<file path="config.mk">
export PLATFORM = sky130hd
export DESIGN_NAME = seq_shift_add_multiplier_flat
export DESIGN_NICKNAME = d
export VERILOG_FILES = /design/src/rtl/seq_shift_add_multiplier_pkg.sv /design/src/rtl/seq_shift_add_multiplier_if.sv /design/src/rtl/seq_shift_add_multiplier_adder.sv /design/src/rtl/seq_shift_add_multiplier.sv /design/src/flat_wrapper.sv
export SDC_FILE = /design/constraint.sdc
export NUM_CORES = 1
export LEC_CHECK = 0
export CAP_MARGIN = 20
export CORE_MARGIN = 2
export CORE_UTILIZATION = 44
export CTS_BUF_LIST = sky130_fd_sc_hd__clkbuf_8 sky130_fd_sc_hd__clkbuf_16
export CTS_CLUSTER_DIAMETER = 80
export DETAILED_ROUTE_END_ITERATION = 16
export PLACE_DENSITY = 0.71
export SLEW_MARGIN = 30
export SYNTH_ARGS = -nofsm -noshare
export SYNTH_HDL_FRONTEND = slang
export SYNTH_SLANG_ARGS = --single-unit
</file>
<file path="constraint.sdc">
create_clock -name i_clk -period 2.3 [get_ports i_clk]
set_clock_uncertainty 0.15 [all_clocks]
set_input_delay 0.575 -clock i_clk [delete_from_list [all_inputs] [get_ports i_clk]]
set_output_delay 0.575 -clock i_clk [all_outputs]
set_load 0.05 [all_outputs]
</file>
<file path="src/rtl/seq_shift_add_multiplier_pkg.sv">
// Shared types and defaults for the shift-add multiplier.
// The FSM state encoding lives here so the top and any future siblings agree on it.
package mult_pkg;

  typedef enum logic [1:0] {
    IDLE = 2'd0,
    RUN  = 2'd1,
    DONE = 2'd2
  } mult_state_t;

  localparam int MULT_WIDTH_DEFAULT = 4;

endpackage

</file>
<file path="src/rtl/seq_shift_add_multiplier_if.sv">
// Request/response bundle of the multiplier. The master issues operands;
// the slave (the multiplier) reports its state and the product.
interface seq_shift_add_multiplier_if #(
  parameter int WIDTH = mult_pkg::MULT_WIDTH_DEFAULT
);
  logic               start;
  logic [WIDTH-1:0]   a;
  logic [WIDTH-1:0]   b;
  logic               ready;
  logic               busy;
  logic               done;
  logic [2*WIDTH-1:0] product;

  modport master (output start, a, b, input ready, busy, done, product);
  modport slave  (input start, a, b, output ready, busy, done, product);
endinterface

</file>
<file path="src/rtl/seq_shift_add_multiplier_adder.sv">
// Level-1 arithmetic: a full-adder cell and a WIDTH-bit ripple chain of them.
// The chain is an array of instances, with the carries threaded through w_c.
module full_adder (
  input  logic i_a,
  input  logic i_b,
  input  logic i_cin,
  output logic o_sum,
  output logic o_cout
);
  assign o_sum  = i_a ^ i_b ^ i_cin;
  assign o_cout = (i_a & i_b) | (i_cin & (i_a ^ i_b));
endmodule

module nbit_ripple_adder #(
  parameter int WIDTH = 4
) (
  input  logic [WIDTH-1:0] i_a,
  input  logic [WIDTH-1:0] i_b,
  input  logic             i_cin,
  output logic [WIDTH-1:0] o_sum,
  output logic             o_cout
);
  logic [WIDTH:0] w_c;

  assign w_c[0] = i_cin;

  full_adder u_fa [WIDTH-1:0] (
    .i_a   (i_a),
    .i_b   (i_b),
    .i_cin (w_c[WIDTH-1:0]),
    .o_sum (o_sum),
    .o_cout(w_c[WIDTH:1])
  );

  assign o_cout = w_c[WIDTH];
endmodule

</file>
<file path="src/rtl/seq_shift_add_multiplier.sv">
// Sequential unsigned shift-add multiplier: one partial product per clock,
// WIDTH+1 clocks from accept to done. Outputs are decoded from state or registered.
module seq_shift_add_multiplier
  import mult_pkg::*;
#(
  parameter int WIDTH = MULT_WIDTH_DEFAULT
) (
  input  logic                        i_clk,
  input  logic                        i_rst,
  seq_shift_add_multiplier_if.slave   bus
);
  localparam int              CW   = (WIDTH > 1) ? $clog2(WIDTH) : 1;
  localparam logic [CW-1:0]   LAST = CW'(WIDTH - 1);

  mult_state_t        r_state;
  mult_state_t        w_next;
  logic [WIDTH-1:0]   r_mcand;
  logic [2*WIDTH-1:0] r_acc;
  logic [CW-1:0]      r_cnt;
  logic [2*WIDTH-1:0] r_product;

  logic [WIDTH-1:0]   w_addend;
  logic [WIDTH-1:0]   w_sum;
  logic               w_cout;
  logic [2*WIDTH-1:0] w_acc_nxt;
  logic               w_last;

  // Upper half accumulates; the multiplier bit under test always sits in acc[0].
  assign w_addend  = r_acc[0] ? r_mcand : '0;
  assign w_acc_nxt = {w_cout, w_sum, r_acc[WIDTH-1:1]};
  assign w_last    = (r_cnt == LAST);

  nbit_ripple_adder #(.WIDTH(WIDTH)) u_add (
    .i_a   (r_acc[2*WIDTH-1:WIDTH]),
    .i_b   (w_addend),
    .i_cin (1'b0),
    .o_sum (w_sum),
    .o_cout(w_cout)
  );

  always_ff @(posedge i_clk) begin
    if (i_rst) r_state <= IDLE;
    else       r_state <= w_next;
  end

  always_comb begin
    w_next = r_state;
    unique case (r_state)
      IDLE:    if (bus.start) w_next = RUN;
      RUN:     if (w_last)    w_next = DONE;
      DONE:    w_next = IDLE;
      default: w_next = IDLE;
    endcase
  end

  always_comb begin
    bus.ready   = (r_state == IDLE);
    bus.busy    = (r_state == RUN);
    bus.done    = (r_state == DONE);
    bus.product = r_product;
  end

  // Product is captured on the final add/shift and is never cleared by a new start.
  always_ff @(posedge i_clk) begin
    if (i_rst) begin
      r_mcand   <= '0;
      r_acc     <= '0;
      r_cnt     <= '0;
      r_product <= '0;
    end else begin
      unique case (r_state)
        IDLE: if (bus.start) begin
          r_mcand <= bus.a;
          r_acc   <= {{WIDTH{1'b0}}, bus.b};
          r_cnt   <= '0;
        end
        RUN: begin
          r_acc <= w_acc_nxt;
          r_cnt <= r_cnt + 1'b1;
          if (w_last) r_product <= w_acc_nxt;
        end
        default: ;
      endcase
    end
  end
endmodule
</file>
<file path="src/flat_wrapper.sv">
// flat-port wrapper written by rule: the top's interface ports become plain ports
module seq_shift_add_multiplier_flat import mult_pkg::*;
#(
  parameter int WIDTH = MULT_WIDTH_DEFAULT
)
  (i_clk, i_rst, bus_start, bus_a, bus_b, bus_ready, bus_busy, bus_done, bus_product);
  seq_shift_add_multiplier_if #(.WIDTH(WIDTH)) bus_i ();
  input  logic i_clk;
  input  logic i_rst;
  input wire logic [$bits(bus_i.start)-1:0] bus_start;
  input wire logic [$bits(bus_i.a)-1:0] bus_a;
  input wire logic [$bits(bus_i.b)-1:0] bus_b;
  output wire logic [$bits(bus_i.ready)-1:0] bus_ready;
  output wire logic [$bits(bus_i.busy)-1:0] bus_busy;
  output wire logic [$bits(bus_i.done)-1:0] bus_done;
  output wire logic [$bits(bus_i.product)-1:0] bus_product;
  assign bus_i.start = bus_start;
  assign bus_i.a = bus_a;
  assign bus_i.b = bus_b;
  assign bus_ready = bus_i.ready;
  assign bus_busy = bus_i.busy;
  assign bus_done = bus_i.done;
  assign bus_product = bus_i.product;
  seq_shift_add_multiplier #(.WIDTH(WIDTH)) u_core (.i_clk(i_clk), .i_rst(i_rst), .bus(bus_i));
endmodule
</file>
==> impl_results.md, run 1 <==
- Yosys Warn Count: 0
- Area of the core: 2230 um2
- Fraction of synthesized area in multiplexers: 8.77%
- Worst Hold Depth: 2
- Wire length per cell: 12.2 um
- Die height: roughly 53 um
- Buffers on Ports: 21
- Worst-Margin Slew: a little over 0.5 ns
- Post-CTS setup buffer count: 0
- Final ANT Viol Nets: 0
- Post-synthesis sequential area ratio: between 40 and 50%
- Setup_tns: 0 ns
- Die Wd: 52.6 um
- Flops & latches, synth: 24
- Slew headroom: 66.3%
- CP top delay family: adder cells
- Post-synth EDFFs: 0
- I/O Pins: 22
- Drt pass-1 iters: 4
- Worst Path Buf+Inv: 2
- Synthesized-area fraction occupied by adder cells: under 10%
- Root Driver: clkbuf_8
- Top-area cell type share of the netlist area: 46.2%
- Cell taking the most area after synthesis: dfxtp_1
- Largest net degree at the start of global routing: 25
- Critical-path top delay cell: fa_1
- Clock tree buffer depth: 2
- Post-DP HPWL: 1430 um
- Number of global-route vias before repair: 773
- Fin nets: 153
- Hold_buf cts: 0
- Overflow after GRT: 0
- Final Hold Viols: 0
- Area after DPL: 1280 um2
- CP Capture Type: flip-flop
- Iteration-0 DRC Markers: 12
- Post-synthesis xor/xnor area fraction: 0%
- IR Drop Worst-Case VDD: about 0.43 mV
- Power per cell area: 587 nW/um2
- Synth Area in Compound Gates: 11.3%
- Simple-Gate Fraction of Synth Area: 19.6%
- Share of post-route cells with drive strength above 1: 13.3%
- Area grow syn2layout: 28.8%
- Antenna violations before repair: 0
- Area contributors post-synth: dfxtp_1, mux2i_1, nand2_1, fa_1, a21oi_1
- Clock sinks: 24
- Clock transition at the registers of the reported paths: around 0.080 ns
- DRC: 0
- CP max FO: 2
- Syn nets: 130
- Total CTS buffers: 3
- Initial core utilization: approximately 47%
- Fmax: 0.459 GHz
- Setup-failing EPs final: 0
- Main combinational cell family by area after synthesis: simple AND/OR/NAND/NOR gates
- Asr flop ratio synth: 0%
- Placer congestion estimate: 0.708
- Synthesized area per cell: 9.13 um2
- Crit-path cells: and2_4 > ha_4 > inv_1 > fa_2 > fa_2 > inv_2 > fa_1 > nand2_1 > a21oi_1
- Worst R2R Setup Slack: 0.12 ns
- Via count: approximately 800
- FF-to-FF End: u_core.r_acc[6]
- Critical Path Start Type: flip-flop
- Vias per cell: 4.91
- R2r worst-path depth: 9
- Critical Path RT: 2.29 ns
- Skew-Pair Late Insertion Delay: roughly 0.26 ns
- Finished Cell Area: 1340 um2
- Crit share post-route: a little over nine tenths
- First-pass GRT wire length: 3450 um
- Largest stage delay, worst path: 0.42 ns
- # rows: 17
- Most frequent cells after synthesis: dfxtp_1, nand2_1, nor2_1, a21oi_1, mux2i_1
- Arrival time at the worst endpoint: 2.17 ns
- Status: completed
- Reg2reg start: u_core.r_acc[0]
- Final Slew Violations: 0
- Most used cell, CP: fa_2
- Tot GR Track Use: between 10% and 20%
- Worst setup path class: flip-flop to flip-flop
- Post-Syn Instances: approximately 110
- Library cells used by synthesis: 22
- # diodes: 0
- H-tree depth: 1
- CTS tree: yes
- Count leader, synth: dfxtp_1
- Worst Hold End: u_core.bus.product[1]
- Die area: 2770 um2
- Max cap viols: 0
- Leak: 0.000508 uW
- Hold WC Path Type: flip-flop to flip-flop
- Fillers: 210
- Hold Crit Start: u_core.bus.product[1]
- Post-Syn Area: 1040 um2
- Final min period: approximately 2.2 ns
- Post-CTS Resized: 0
- DRT Wirelength: 1980 um
- Main synth FF type: dfxtp_1
[metal layers]
| layer | up-vias | GRT usage, % | wire length [um] |
|---|---|---|---|
| li1 | 421 | - | - |
| met3 | 2 | 3.43 | 69 |
| met2 | 16 | 27.5 | 914 |
| met5 | - | 0 | 0 |
| met4 | 0 | 6.41 | 14 |
| met1 | 362 | 22.6 | 984 |
[cell usage in the layout, fill, tap and decap left out, drive strengths merged, types with 2 or more instances in the layout]
cell type / count
nor2: 14
nand2: 17
ha: 2
and2: 2
nand2b: 3
mux2i: 8
clkbuf: 3
fa: 3
clkdlybuf4s50: 18
inv: 5
buf: 7
dfxtp: 24
a21oi: 11
a211oi: 6
nand3: 5
[final cells by class]
cell class | count | area [um2] | area share, %
clock buffers | 3 | 41.3 | 3.08
multi-input cells | 78 | 518 | 38.6
flip-flops and latches | 24 | 483 | 36.0
well taps | 28 | 35.0 | 2.61
inverters | 5 | 18.8 | 1.40
repair buffers | 25 | 245 | 18.3
[power by group]
part           total, uW  internal, uW  switching (uW)
combinational        108          53.8            53.8
sequential           444           431            13.2
clock                235           117             118
total                787           602             185
[metrics by stage]
| step | std cells | utilization [%] | hold slack [ns] | setup WS, ns | total power, uW |
|---|---|---|---|---|---|
| floorplan | 114 | - | 0.294 | 0.0516 | 518 |
| global placement | 160 | 57.2 | 0.293 | 0.0822 | 558 |
| detailed placement | 160 | 57.2 | 0.296 | 0.0449 | 559 |
| CTS | 163 | 59.0 | 0.307 | 0.0266 | 796 |
| global route | 163 | 60.1 | 0.329 | -0.000102 | 828 |
| finish | 163 | 60.1 | 0.304 | 0.121 | 787 |
[flip-flops by register name, summed over array words and instances, names as in the netlist]
register and flops:
u_core.r_state 2, u_core.r_acc 8, u_core.r_mcand 4, u_core.r_cnt 2, u_core.bus.product 8
[cell families (layout without fill, tap and decap cells)]
logic type	Yosys count	after routing
buffers and inverters	12	33
muxes	9	9
AOI/OAI and AO/OA	19	19
adders and majority gates	5	5
DFF	24	24
and+or+nand+nor	45	45
[worst reg2reg max path, cell delays in order, from the launching register on]
cell     delay, ns
dfxtp_2       0.33
and2_4        0.15
ha_4          0.11
inv_1         0.04
fa_2          0.33
fa_2          0.34
inv_2         0.06
fa_1          0.42
nand2_1       0.08
a21oi_1       0.06
[how the worst max path moves through the flow]
stage | from | to | cells after the start
after floorplan | u_core.r_acc[0] | u_core.r_acc[6] | 9
after global placement | u_core.r_acc[0] | u_core.bus.product[6] | 9
after detailed placement | u_core.r_acc[0] | u_core.bus.product[6] | 9
after CTS | u_core.r_acc[0] | u_core.bus.product[6] | 9
after global routing | u_core.r_acc[0] | u_core.r_acc[6] | 9
final | u_core.r_acc[0] | u_core.r_acc[6] | 9
(Power assumes the default switching activity.)
==> run 2, diff against run 1 <==
--- a/config.mk
+++ b/config.mk
@@ -5,8 +5,6 @@
 export SDC_FILE = /design/constraint.sdc
 export NUM_CORES = 1
 export LEC_CHECK = 0
-export CAP_MARGIN = 20
-export CORE_MARGIN = 2
 export CORE_UTILIZATION = 44
 export CTS_BUF_LIST = sky130_fd_sc_hd__clkbuf_8 sky130_fd_sc_hd__clkbuf_16
 export CTS_CLUSTER_DIAMETER = 80
==> run 2 against run 1 <==
- fmax decreased by 1.0%
- wire length grew 1.6%
- first-iteration DRC count rose by 83%
- global-route usage increased by 0.82 points
- via count rose by 7.4%
- worst setup slack lost 0.022 ns
- largest cell class unchanged
- largest power group unchanged
==> impl_results.md, run 2 (same netlist as run 1, synthesis figures left out) <==
- Post-DP HPWL: 1390 um
- Status: completed
- Post-CTS setup buffer count: 0
- Worst Path Buf+Inv: 2
- Iteration-0 DRC Markers: 22
- Fin worst setup slack: approximately 0.1 ns
- H-tree depth: 1
- Die height: 50.6 um
- Arrival time at the worst endpoint: 2.21 ns
- Design Power: 917 uW
- Largest stage delay, worst path: approximately 0.43 ns
- Buffers on Ports: 21
- Final Slew Violations: 0
- Final min period: 2.20 ns
- Leak: between 0.0005 and 0.0006 uW
- Worst Hold Depth: 2
- Post-place setup slack: about 0.037 ns
- Overflow after GRT: 0
- CTS tree: yes
- Max cap viols: 0
- Most frequent cells in the layout: dfxtp_1, clkdlybuf4s50_1, nand2_1
- Setup-failing EPs final: 0
- Worst setup path class: flip-flop to flip-flop
- CP Capture Type: flip-flop
- Number of global-route vias before repair: 748
- Setup_tns: 0 ns
- Skew-Pair Late Insertion Delay: 0.27 ns
- Antenna violations before repair: 0
- Hold Crit Start: u_core.bus.product[1]
- Die area: 2560 um2
- Hold WC Path Type: flip-flop to flip-flop
- # rows: 17
- Critical Path Start Type: flip-flop
- Drt pass-1 iters: 4
- Final Hold Viols: 0
- Slew headroom: 66.9%
- Crit-path cells: and2_4 > ha_1 > inv_1 > fa_2 > fa_2 > inv_2 > fa_1 > nand2_1 > a21oi_1
- Root Driver: clkbuf_8
- Final ANT Viol Nets: 0
- Share of post-route cells with drive strength above 1: a little over an eighth
- Crit share post-route: 95.7%
- Worst-Margin Slew: 0.494 ns
- I/O Pins: 22
- CP top delay family: adder cells
- CP max FO: 2
- Clock sinks: 24
- Worst Hold End: u_core.bus.product[1]
- R2r worst-path depth: 9
- Wire length per cell: roughly 12 um
- Power per cell area: a little under 700 nW/um2
- Largest net degree at the start of global routing: 25
- Total CTS buffers: 3
- Worst R2R Setup Slack: 0.1 ns
- Die Wd: 50.6 um
- Reg2reg start: u_core.r_acc[0]
- Fmax: approximately 0.45 GHz
- First-pass GRT wire length: 3360 um
- Leading cell type in the layout, fill and taps excluded: dfxtp_1
- Tot GR Track Use: between 15 and 20%
- Via count: 860
- Most used cell, CP: fa_2
- Clock transition at the registers of the reported paths: 0.09 ns
- # diodes: 0
- Fin nets: 153
- Area of the core: 2210 um2
- Area grow syn2layout: 30.5%
- Critical-path top delay cell: fa_1
- Clock tree buffer depth: 2
- IR Drop Worst-Case VDD: 0.428 mV
- DRC: 0
- FF-to-FF End: u_core.bus.product[6]
- RSZ-0062 raised after global routing: no
- Initial core utilization: 47.1%
- Critical Path RT: 2.31 ns
- Vias per cell: 5.24
- Placer congestion estimate: 0.756
- DRT Wirelength: 2010 um
==> run 2: cell types whose count changed in the layout (fill, tap and decap cells not counted) <==
cell	change
ha_1	+1
bufinv_16	+1
ha_4	-1
==> run 2: per-layer routing <==
metal | wire length [um] | share of wire, % | global-route usage (%)
met3 | 77 | 3.8 | 3.03
met5 | 0 | 0 | 0
met2 | 946 | 47 | 29.1
met4 | 47 | 2.3 | 9.72
met1 | 942 | 47 | 22.6
==> run 2: area by class of cell <==
cell class              count  area (um2)
fillers                   198         853
clock inverters             1        30.0
multi-input cells          78         505
inverters                   5        18.8
flip-flops and latches     24         483
repair buffers             25         245
well taps                  28        35.0
clock buffers               3        41.3
==> run 2: repair_timing <==
action                                  in CTS  in global routing
endpoints found under the setup margin       0                  2
hold buffers                                 0                  0
resized for setup                            0                  6
endpoints found under the hold margin        0                  0
==> run 2: worst register-to-register path: cells and delay by family, from the launching register on <==
| kind | cells | cell delay (ns) |
|---|---|---|
| simple gates | 2 | 0.21 |
| buf+inv | 2 | 0.11 |
| fa+ha+maj | 4 | 1.22 |
| flops | 1 | 0.33 |
| compound gates | 1 | 0.06 |
==> run 2: per-stage QoR <==
stage,hold slack (ns),std cells,util (%),cell area (um2)
2_1_floorplan,0.294,114,-,1040
3_3_place_gp,0.293,160,57.7,1280
3_5_place_dp,0.297,160,57.7,1280
4_1_cts,0.309,164,61.0,1350
5_1_grt,0.337,164,61.4,1360
6_report,0.305,164,61.4,1360
==> run 2: how the worst max path moves through the flow <==
| stage | start | end | slack (ns) | depth (start not counted) |
|---|---|---|---|---|
| global placement | u_core.r_acc[0] | u_core.bus.product[6] | 0.08 | 9 |
| detailed placement | u_core.r_acc[0] | u_core.r_acc[6] | 0.04 | 9 |
| global route | u_core.r_acc[0] | u_core.r_acc[6] | 0.004 | 9 |
| finish | u_core.r_acc[0] | u_core.bus.product[6] | 0.1 | 9 |
| CTS | u_core.r_acc[0] | u_core.bus.product[6] | 0.006 | 9 |
| floorplan | u_core.r_acc[0] | u_core.r_acc[6] | 0.05 | 9 |
==> run 2: report_power, final <==
part	internal, uW	switching, uW	total [uW]	leakage (uW)
Combinational	53.4	52.6	106	0.000293
Clock	233	134	367	0.0000357
Sequential	431	13.6	445	0.000196
==> run 3, diff against run 2 <==
--- a/config.mk
+++ b/config.mk
@@ -9,8 +9,11 @@
 export CTS_BUF_LIST = sky130_fd_sc_hd__clkbuf_8 sky130_fd_sc_hd__clkbuf_16
 export CTS_CLUSTER_DIAMETER = 80
 export DETAILED_ROUTE_END_ITERATION = 16
+export MAX_ROUTING_LAYER = met4
 export PLACE_DENSITY = 0.71
+export SKIP_CTS_REPAIR_TIMING = 1
 export SLEW_MARGIN = 30
 export SYNTH_ARGS = -nofsm -noshare
 export SYNTH_HDL_FRONTEND = slang
 export SYNTH_SLANG_ARGS = --single-unit
+export TNS_END_PERCENT = 20
==> run 3 against run 2 <==
- core utilization unchanged
- global-route usage increased by 0.49 points
- worst hold slack about the same
- register-to-register slack about the same
- non-clock buffer count unchanged
- power about the same
- cell area unchanged
- sequential share of layout area unchanged
- cell count unchanged
- die area unchanged
- sequential power about the same
- critical endpoint unchanged
- highest routed layer unchanged
==> impl_results.md, run 3 (same netlist as run 1, synthesis figures left out) <==
- Status: completed
- Hold WC Path Type: flip-flop to flip-flop
- Antenna violations before repair: 0
- Final ANT Viol Nets: 0
- Root Driver: clkbuf_8
- Via count: 852
- Worst setup path class: flip-flop to flip-flop
- Iteration-0 DRC Markers: 22
- Post-DP HPWL: 1390 um
- Wire length per cell: 12.2 um
- Skew-Pair Late Insertion Delay: 0.27 ns
- I/O Pins: 22
- # diodes: 0
- Most used cell, CP: fa_2
- Power per cell area: 675 nW/um2
- Die area: 2560 um2
- Final Hold Viols: 0
- Die Wd: approximately 50 um
- Arrival time at the worst endpoint: about 2.2 ns
- Worst R2R Setup Slack: 0.1 ns
- Tot GR Track Use: 18.5%
- Largest stage delay, worst path: approximately 0.43 ns
- P_int: approximately 720 uW
- Switching power: around 200 uW
- Placer congestion estimate: 0.765
- Initial core utilization: 47.1%
- DRT Wirelength: between 2000 and 2500 um
- Share of post-route cells with drive strength above 1: 13.2%
- Slew headroom: 66.9%
- Clock tree buffer depth: 2
- DRC: 0
- Area grow syn2layout: 30.5%
- Final Slew Violations: 0
- Fin nets: 153
- Drt pass-1 iters: 4
- Number of global-route vias before repair: 748
- Leading cell type in the layout, fill and taps excluded: dfxtp_1
- Total CTS buffers: 3
- First-pass GRT wire length: about 3400 um
- CP max FO: 2
- Critical-path top delay cell: fa_1
- Final min period: 2.20 ns
- IR Drop Worst-Case VDD: 0.428 mV
- Overflow after GRT: 0
- RSZ-0062 raised after global routing: no
- Seq pwr share: about 49%
- Area of the core: 2210 um2
- Vias per cell: 5.20
- Worst-Margin Slew: 0.494 ns
- Power share of the combinational group: 11.6%
- Setup_tns: 0 ns
- CTS tree: yes
- Worst Path Buf+Inv: 2
- CP top delay family: adder cells
- Non-filler cells, final: 164
- Most frequent cells in the layout: dfxtp_1, clkdlybuf4s50_1, nand2_1
- Fillers: slightly below 200
- Critical Path Start Type: flip-flop
- Leak: 0.000525 uW
- CP Capture Type: flip-flop
- Die height: 50.6 um
- Largest net degree at the start of global routing: 25
- Setup-failing EPs final: 0
- Placed cell count: 160
- Crit share post-route: 95.7%
- Clock transition at the registers of the reported paths: 0.09 ns
- Clock power frac: 40.0%
- Crit-path cells: and2_4 > ha_1 > inv_1 > fa_2 > fa_2 > inv_2 > fa_1 > nand2_1 > a21oi_1
- Fmax: 0.454 GHz
- Critical Path RT: 2.31 ns
- # rows: 17
- Switch share: 21.8%
- Max cap viols: 0
- Buffers on Ports: 21
- H-tree depth: 1
- Clock sinks: 24
-- run 3: metrics by stage --
step | setup slack (ns) | utilization, % | power, uW | area (um2) | hold slack (ns)
after floorplan | 0.0516 | - | 518 | 1040 | 0.294
after global placement | 0.0839 | 57.7 | 558 | 1280 | 0.293
after detailed placement | 0.0367 | 57.7 | 559 | 1280 | 0.297
after CTS | 0.00579 | 61.0 | 924 | 1350 | 0.309
after global routing | 0.00386 | 61.4 | 951 | 1360 | 0.337
final | 0.0985 | 61.4 | 917 | 1360 | 0.305
-- run 3: worst paths after layout --
path,end,from,depth (start not counted)
max reg2reg,u_core.bus.product[6],u_core.r_acc[0],9
min,u_core.bus.product[1],u_core.bus.product[1],2
min reg2reg,u_core.bus.product[1],u_core.bus.product[1],2
max,u_core.bus.product[6],u_core.r_acc[0],9
-- run 3: power groups by stage --
stage | clock network, uW | registers, uW | logic [uW]
finish | 366 | 445 | 106
global route | 386 | 447 | 117
CTS | 373 | 444 | 107
detailed placement | 0 | 454 | 106
global placement | 0 | 453 | 105
floorplan | 0 | 448 | 69.9
-- run 3: per-layer routing --
| layer | vias up | track usage [%] | share of wire (%) |
|---|---|---|---|
| met3 | 5 | 2.73 | 3.7 |
| met5 | - | - | 0 |
| li1 | 425 | - | - |
| met1 | 404 | 22.8 | 47 |
| met4 | 0 | 9.72 | 2.2 |
| met2 | 18 | 29.1 | 47 |
-- run 3: layout make-up --
type,count,area (um2),share of cell area (%)
clock buffer,3,41.3,3.04
clock inverter,1,30.0,2.21
inverter,5,18.8,1.38
multi-input combinational,78,505,37.2
sequential,24,483,35.5
tap,28,35.0,2.58
timing repair buffer,25,245,18.0
-- run 3: worst reg2reg max path, cell delays in order (launching register included) --
cell and delay [ns]:
dfxtp_2 0.33, and2_4 0.13, ha_1 0.12, inv_1 0.04
fa_2 0.33, fa_2 0.34, inv_2 0.07, fa_1 0.43
nand2_1 0.08, a21oi_1 0.06
